==> src/rtl/rf_write_arbiter.sv <==
// Two-requester round-robin write arbiter driving a single register-file write port.
// Define RF_WRITE_ARBITER_SWEEP_EN to add the sweep engine that fills every register.
module rf_write_arbiter #(
    parameter int unsigned DATA_W = 16,
    parameter int unsigned ADDR_W = 3
) (
    input  logic              clk,
    input  logic              reset,
    input  logic              req_a,
    input  logic              req_b,
    input  logic [ADDR_W-1:0] adr_a,
    input  logic [ADDR_W-1:0] adr_b,
    input  logic [DATA_W-1:0] dat_a,
    input  logic [DATA_W-1:0] dat_b,
    output logic              gnt_a,
    output logic              gnt_b,
    input  logic              sweep_start,
    input  logic [DATA_W-1:0] sweep_val,
    output logic              busy,
    output logic              done,
    output logic              we,
    output logic [ADDR_W-1:0] W_Adr,
    output logic [DATA_W-1:0] W
);
    logic              elig_a, elig_b, pick_a, pick_b;
    logic              last_b_q, last_b_d, arb_last_b;
    logic              gnt_a_d, gnt_b_d, we_d;
    logic [ADDR_W-1:0] w_adr_d, arb_w_adr;
    logic [DATA_W-1:0] w_d, arb_w;

    // A requester granted in this cycle sits out the next edge.
    assign elig_a = req_a & ~gnt_a;
    assign elig_b = req_b & ~gnt_b;
    // last_b_q high means B won most recently, so A takes a tie.
    assign pick_a = elig_a & (~elig_b | last_b_q);
    assign pick_b = elig_b & ~pick_a;

    always_comb begin
        arb_w_adr  = W_Adr;
        arb_w      = W;
        arb_last_b = last_b_q;
        if (pick_a) begin
            arb_w_adr  = adr_a;
            arb_w      = dat_a;
            arb_last_b = 1'b0;
        end else if (pick_b) begin
            arb_w_adr  = adr_b;
            arb_w      = dat_b;
            arb_last_b = 1'b1;
        end
    end

`ifdef RF_WRITE_ARBITER_SWEEP_EN
    localparam logic [1:0] StArb   = 2'd0;
    localparam logic [1:0] StSweep = 2'd1;
    localparam logic [1:0] StDone  = 2'd2;
    localparam logic [ADDR_W-1:0] LastAdr = {ADDR_W{1'b1}};

    logic [1:0] state_q, state_d;
    logic       busy_d, done_d;

    always_comb begin
        state_d  = state_q;
        gnt_a_d  = 1'b0;
        gnt_b_d  = 1'b0;
        we_d     = 1'b0;
        busy_d   = 1'b0;
        done_d   = 1'b0;
        w_adr_d  = W_Adr;
        w_d      = W;
        last_b_d = last_b_q;
        case (state_q)
            StArb: begin
                if (sweep_start) begin
                    // W holds the captured fill value for the whole pass.
                    state_d = StSweep;
                    we_d    = 1'b1;
                    busy_d  = 1'b1;
                    w_adr_d = '0;
                    w_d     = sweep_val;
                end else begin
                    gnt_a_d  = pick_a;
                    gnt_b_d  = pick_b;
                    we_d     = pick_a | pick_b;
                    w_adr_d  = arb_w_adr;
                    w_d      = arb_w;
                    last_b_d = arb_last_b;
                end
            end
            StSweep: begin
                if (W_Adr == LastAdr) begin
                    state_d = StDone;
                    done_d  = 1'b1;
                end else begin
                    we_d    = 1'b1;
                    busy_d  = 1'b1;
                    w_adr_d = W_Adr + 1'b1;
                end
            end
            default: state_d = StArb;
        endcase
    end

    always_ff @(posedge clk) begin
        if (!reset) begin
            state_q <= StArb;
            busy    <= 1'b0;
            done    <= 1'b0;
        end else begin
            state_q <= state_d;
            busy    <= busy_d;
            done    <= done_d;
        end
    end
`else
    logic unused_sweep;
    assign unused_sweep = ^{sweep_start, sweep_val};

    assign gnt_a_d  = pick_a;
    assign gnt_b_d  = pick_b;
    assign we_d     = pick_a | pick_b;
    assign w_adr_d  = arb_w_adr;
    assign w_d      = arb_w;
    assign last_b_d = arb_last_b;
    assign busy     = 1'b0;
    assign done     = 1'b0;
`endif

    always_ff @(posedge clk) begin
        if (!reset) begin
            gnt_a    <= 1'b0;
            gnt_b    <= 1'b0;
            we       <= 1'b0;
            W_Adr    <= '0;
            W        <= '0;
            last_b_q <= 1'b1;
        end else begin
            gnt_a    <= gnt_a_d;
            gnt_b    <= gnt_b_d;
            we       <= we_d;
            W_Adr    <= w_adr_d;
            W        <= w_d;
            last_b_q <= last_b_d;
        end
    end
endmodule

==> config.mk <==
export PLATFORM = sky130hd
export DESIGN_NAME = rf_write_arbiter
export DESIGN_NICKNAME = d
export VERILOG_FILES = /design/src/rtl/rf_write_arbiter.sv
export SDC_FILE = /design/constraint.sdc
export NUM_CORES = 1
export LEC_CHECK = 0
export CELL_PAD_IN_SITES_DETAIL_PLACEMENT = 0
export CELL_PAD_IN_SITES_GLOBAL_PLACEMENT = 2
export CORE_MARGIN = 4
export CORE_UTILIZATION = 35
export CTS_CLUSTER_SIZE = 12
export DETAILED_ROUTE_END_ITERATION = 7
export DONT_BUFFER_PORTS = 1
export PLACE_DENSITY = 0.87
export SYNTH_ARGS = -nofsm -noshare
export SYNTH_HDL_FRONTEND = slang
export SYNTH_SLANG_ARGS = --single-unit
==> constraint.sdc <==
create_clock -name clk -period 3 [get_ports clk]
set_clock_uncertainty 0.15 [all_clocks]
set_input_delay 0 -clock clk [delete_from_list [all_inputs] [get_ports clk]]
set_output_delay 0 -clock clk [all_outputs]
set_load 0.02 [all_outputs]
==> impl_results.md <==
- Status: completed
- IO buf count: 0
- Portion of total power attributed to sequential cells: 53.4%
- Routed Antenna Nets: 0
- Min-delay src: req_b
- Drt initial violations: 61
- Top cells by area, synth: dfxtp_1 (36%), o221ai_2 (23%), o211ai_1 (11%)
- Critical path class: reg -> reg
- Root Driver: clkbuf_4
- CTS Buf Count: 3
- Worst-Margin Slew: 599 ps
- Final hold viol count: 0
- Internal cell power: 0.489 mW
- Hold WS: 168 ps
- Die Ht: 68.1 um
- Die Wd: 68.1 um
- Layout cells sized above 1: 18.7%
- Die area: 4640 um2
- Register-to-register setup slack: 440 ps
- Synth Cell Area: 1270 um2
- Sequential fraction of the synthesis area: 36.4%
- Peak supply drop: 0.000232 V
- Fmax: 390 MHz
- Max-cap violations: 0
- CTS max path bufs: 2
- Switching Power: 0.247 mW
- Final global-route overflow total: 0
- Number of vias in the routed layout: 1,175
- Post-CTS Resized: 0
- Hold Path Depth: 2
- Total track usage: 16.5%
- Final period util: 85.5%
- Worst setup EP type: flip-flop
- I/O pin cnt: 83
- Synthesized netlist cell count: 131
- Min Tclk post-route: 2560 ps
- First-pass GRT wire length: 5690 um
- CTS tree: yes
- Count of pins over their slew limit: 0
- Diode count: 0
- Routed Wire Length: 3650 um
- Top_reg_cell synth: dfxtp_1
- R2R depth: 5
- Slew headroom: 60.0%
- H-tree depth: 1
- Initial antenna violation count: 0
- CTS Sinks: 23
- Hold Path End: gnt_a$_SDFF_PN0_
- Setup repair after global routing missed its margin: false
- Setup TNS: 0 ps
- # DRC: 0
- Number of core rows: 21
- Yosys warning count: 0
- Starting density of the core: 37.1%
- PwrDens: 422 nW/um2
- RR Startpoint: gnt_b$_SDFF_PN0_
- Area growth syn-to-layout: 37.6%
- Via/cell ratio: 5.54
- Synth Register Bits: 23
- DPL Wire Length: 2210 um
- Drt wl/cell: 17.2 um
- Hold Crit Class: in -> reg
- Worst setup path start: gnt_b$_SDFF_PN0_
- P_leak: 0.627 nW
- # setup viols final: 0
- Synth cell count leaders: dfxtp_1 (23), inv_1 (19), nand4_1 (19), o211ai_1 (19), o221ai_2 (19)
- Comb power frac: 26.9%
- Mean Syn Cell Area: 9.67 um2
- Core area: 3420 um2
- Count leader, synth: dfxtp_1
- CP Max Fanout: 22
- Post-synth EDFFs: 0
- Yosys top cell area share: 36.4%
- Post-CTS setup buffer count: 0
- Vias in the first global route: 1,219
- Startpoint types: flip-flop
- Routability cong.: 0.704
- Initial DRT Pass Iterations: 4
- Largest net degree at the start of global routing: 43
- Part of the power in the clock network: 19.7%
- R2r endpoint: W[6]$_SDFFE_PN0P_
- Nets: 226
- Netlist cell types: 21
- Switching share of power: 33.6%
- Post-synth top area cell: dfxtp_1
- Worst Path Required: 3060 ps
- Clk Latency, worst-skew pair: 300 ps
- Worst-path clk slew: 130 ps
- Synth async-reset ratio: 0%
- CP arrival: 2630 ps
## final cells by class
type                            instances  area, um2
Clock buffer                            3       22.5
Multi-Input combinational cell         72        643
Timing Repair Buffer                   48        483
Clock inverter                          1       5.00
Inverter                               19       71.3
Tap cell                               46       57.6
Fill cell                             337       1670
Sequential cell                        23        460
## timing repair
item	in CTS	in global routing
hold buffers	45	0
setup endpoints to repair	0	0
endpoints found under the hold margin	23	0
## how the worst max path moves through the flow
stage | endpoint | slack [ps] | depth (start not counted)
finish | W[6]$_SDFFE_PN0P_ | 440 | 5
floorplan | W[0]$_SDFFE_PN0P_ | 1540 | 4
detailed placement | W[10]$_SDFFE_PN0P_ | 1170 | 3
global placement | W[13]$_SDFFE_PN0P_ | 1220 | 3
CTS | W[6]$_SDFFE_PN0P_ | 470 | 5
global route | W[6]$_SDFFE_PN0P_ | 350 | 5
## power by group through the flow
stage / Sequential, mW / Clock (mW) / Combinational [mW]
global placement: 0.401 / 0 / 0.117
CTS: 0.395 / 0.157 / 0.195
floorplan: 0.395 / 0 / 0.117
global route: 0.398 / 0.173 / 0.218
finish: 0.393 / 0.145 / 0.198
detailed placement: 0.402 / 0 / 0.121
## state kept, by name, indices dropped and copies added, names as in the netlist
register and cells:
W 16, W_Adr 3, gnt_a 1, gnt_b 1, last_b_q 1, we 1
## metal layers
| metal | global-route usage, % | vias up | routed length (um) |
|---|---|---|---|
| li1 | - | 568 | - |
| met1 | 17.6 | 564 | 1340 |
| met2 | 30.7 | 37 | 2000 |
| met3 | 5.25 | 6 | 258 |
| met4 | 4.96 | 0 | 57 |
| met5 | 0 | - | 0 |
## cell usage in the layout, fill, tap and decap left out
cell type / instances
nand2b_1: 1
nand3_2: 1
a21boi_0: 1
and3_1: 1
and2_4: 1
nand4_1: 19
buf_4: 3
nor2_1: 1
or2b_1: 1
nand2_1: 2
nor2b_1: 1
o211ai_1: 19
or3b_4: 1
dfxtp_1: 23
nor2b_2: 1
clkbuf_4: 3
conb_1: 2
o221ai_2: 19
clkinv_2: 1
dlygate4sd3_1: 44
nand3_1: 1
buf_12: 1
inv_1: 19
## per-stage QoR
stage / util, % / instance area (um2) / instances / power (mW) / worst slack (ps)
2_1_floorplan: - / 1270 / 132 / 0.512 / 1540
3_3_place_gp: 36.7 / 1250 / 163 / 0.518 / 1220
3_5_place_dp: 36.7 / 1250 / 163 / 0.523 / 1170
4_1_cts: 51.0 / 1740 / 212 / 0.747 / 470
5_1_grt: 51.0 / 1740 / 212 / 0.789 / 355
6_report: 51.0 / 1740 / 212 / 0.736 / 436
## logic make-up after synthesis
kind of cell	count (synthesis)	share of synthesized area (%)
compound gates	39	34.4
buf+inv	37	13.3
simple gates	31	15.6
flops	23	36.4
other cells	1	0.296
## critical path, cell delays in order (launching register included)
cell	delay (ps)
dfxtp_1	420
or3b_4	540
nand4_1	140
dlygate4sd3_1	570
o221ai_2	80
dlygate4sd3_1	580
No activity file was read; power rests on OpenSTA's default activity.
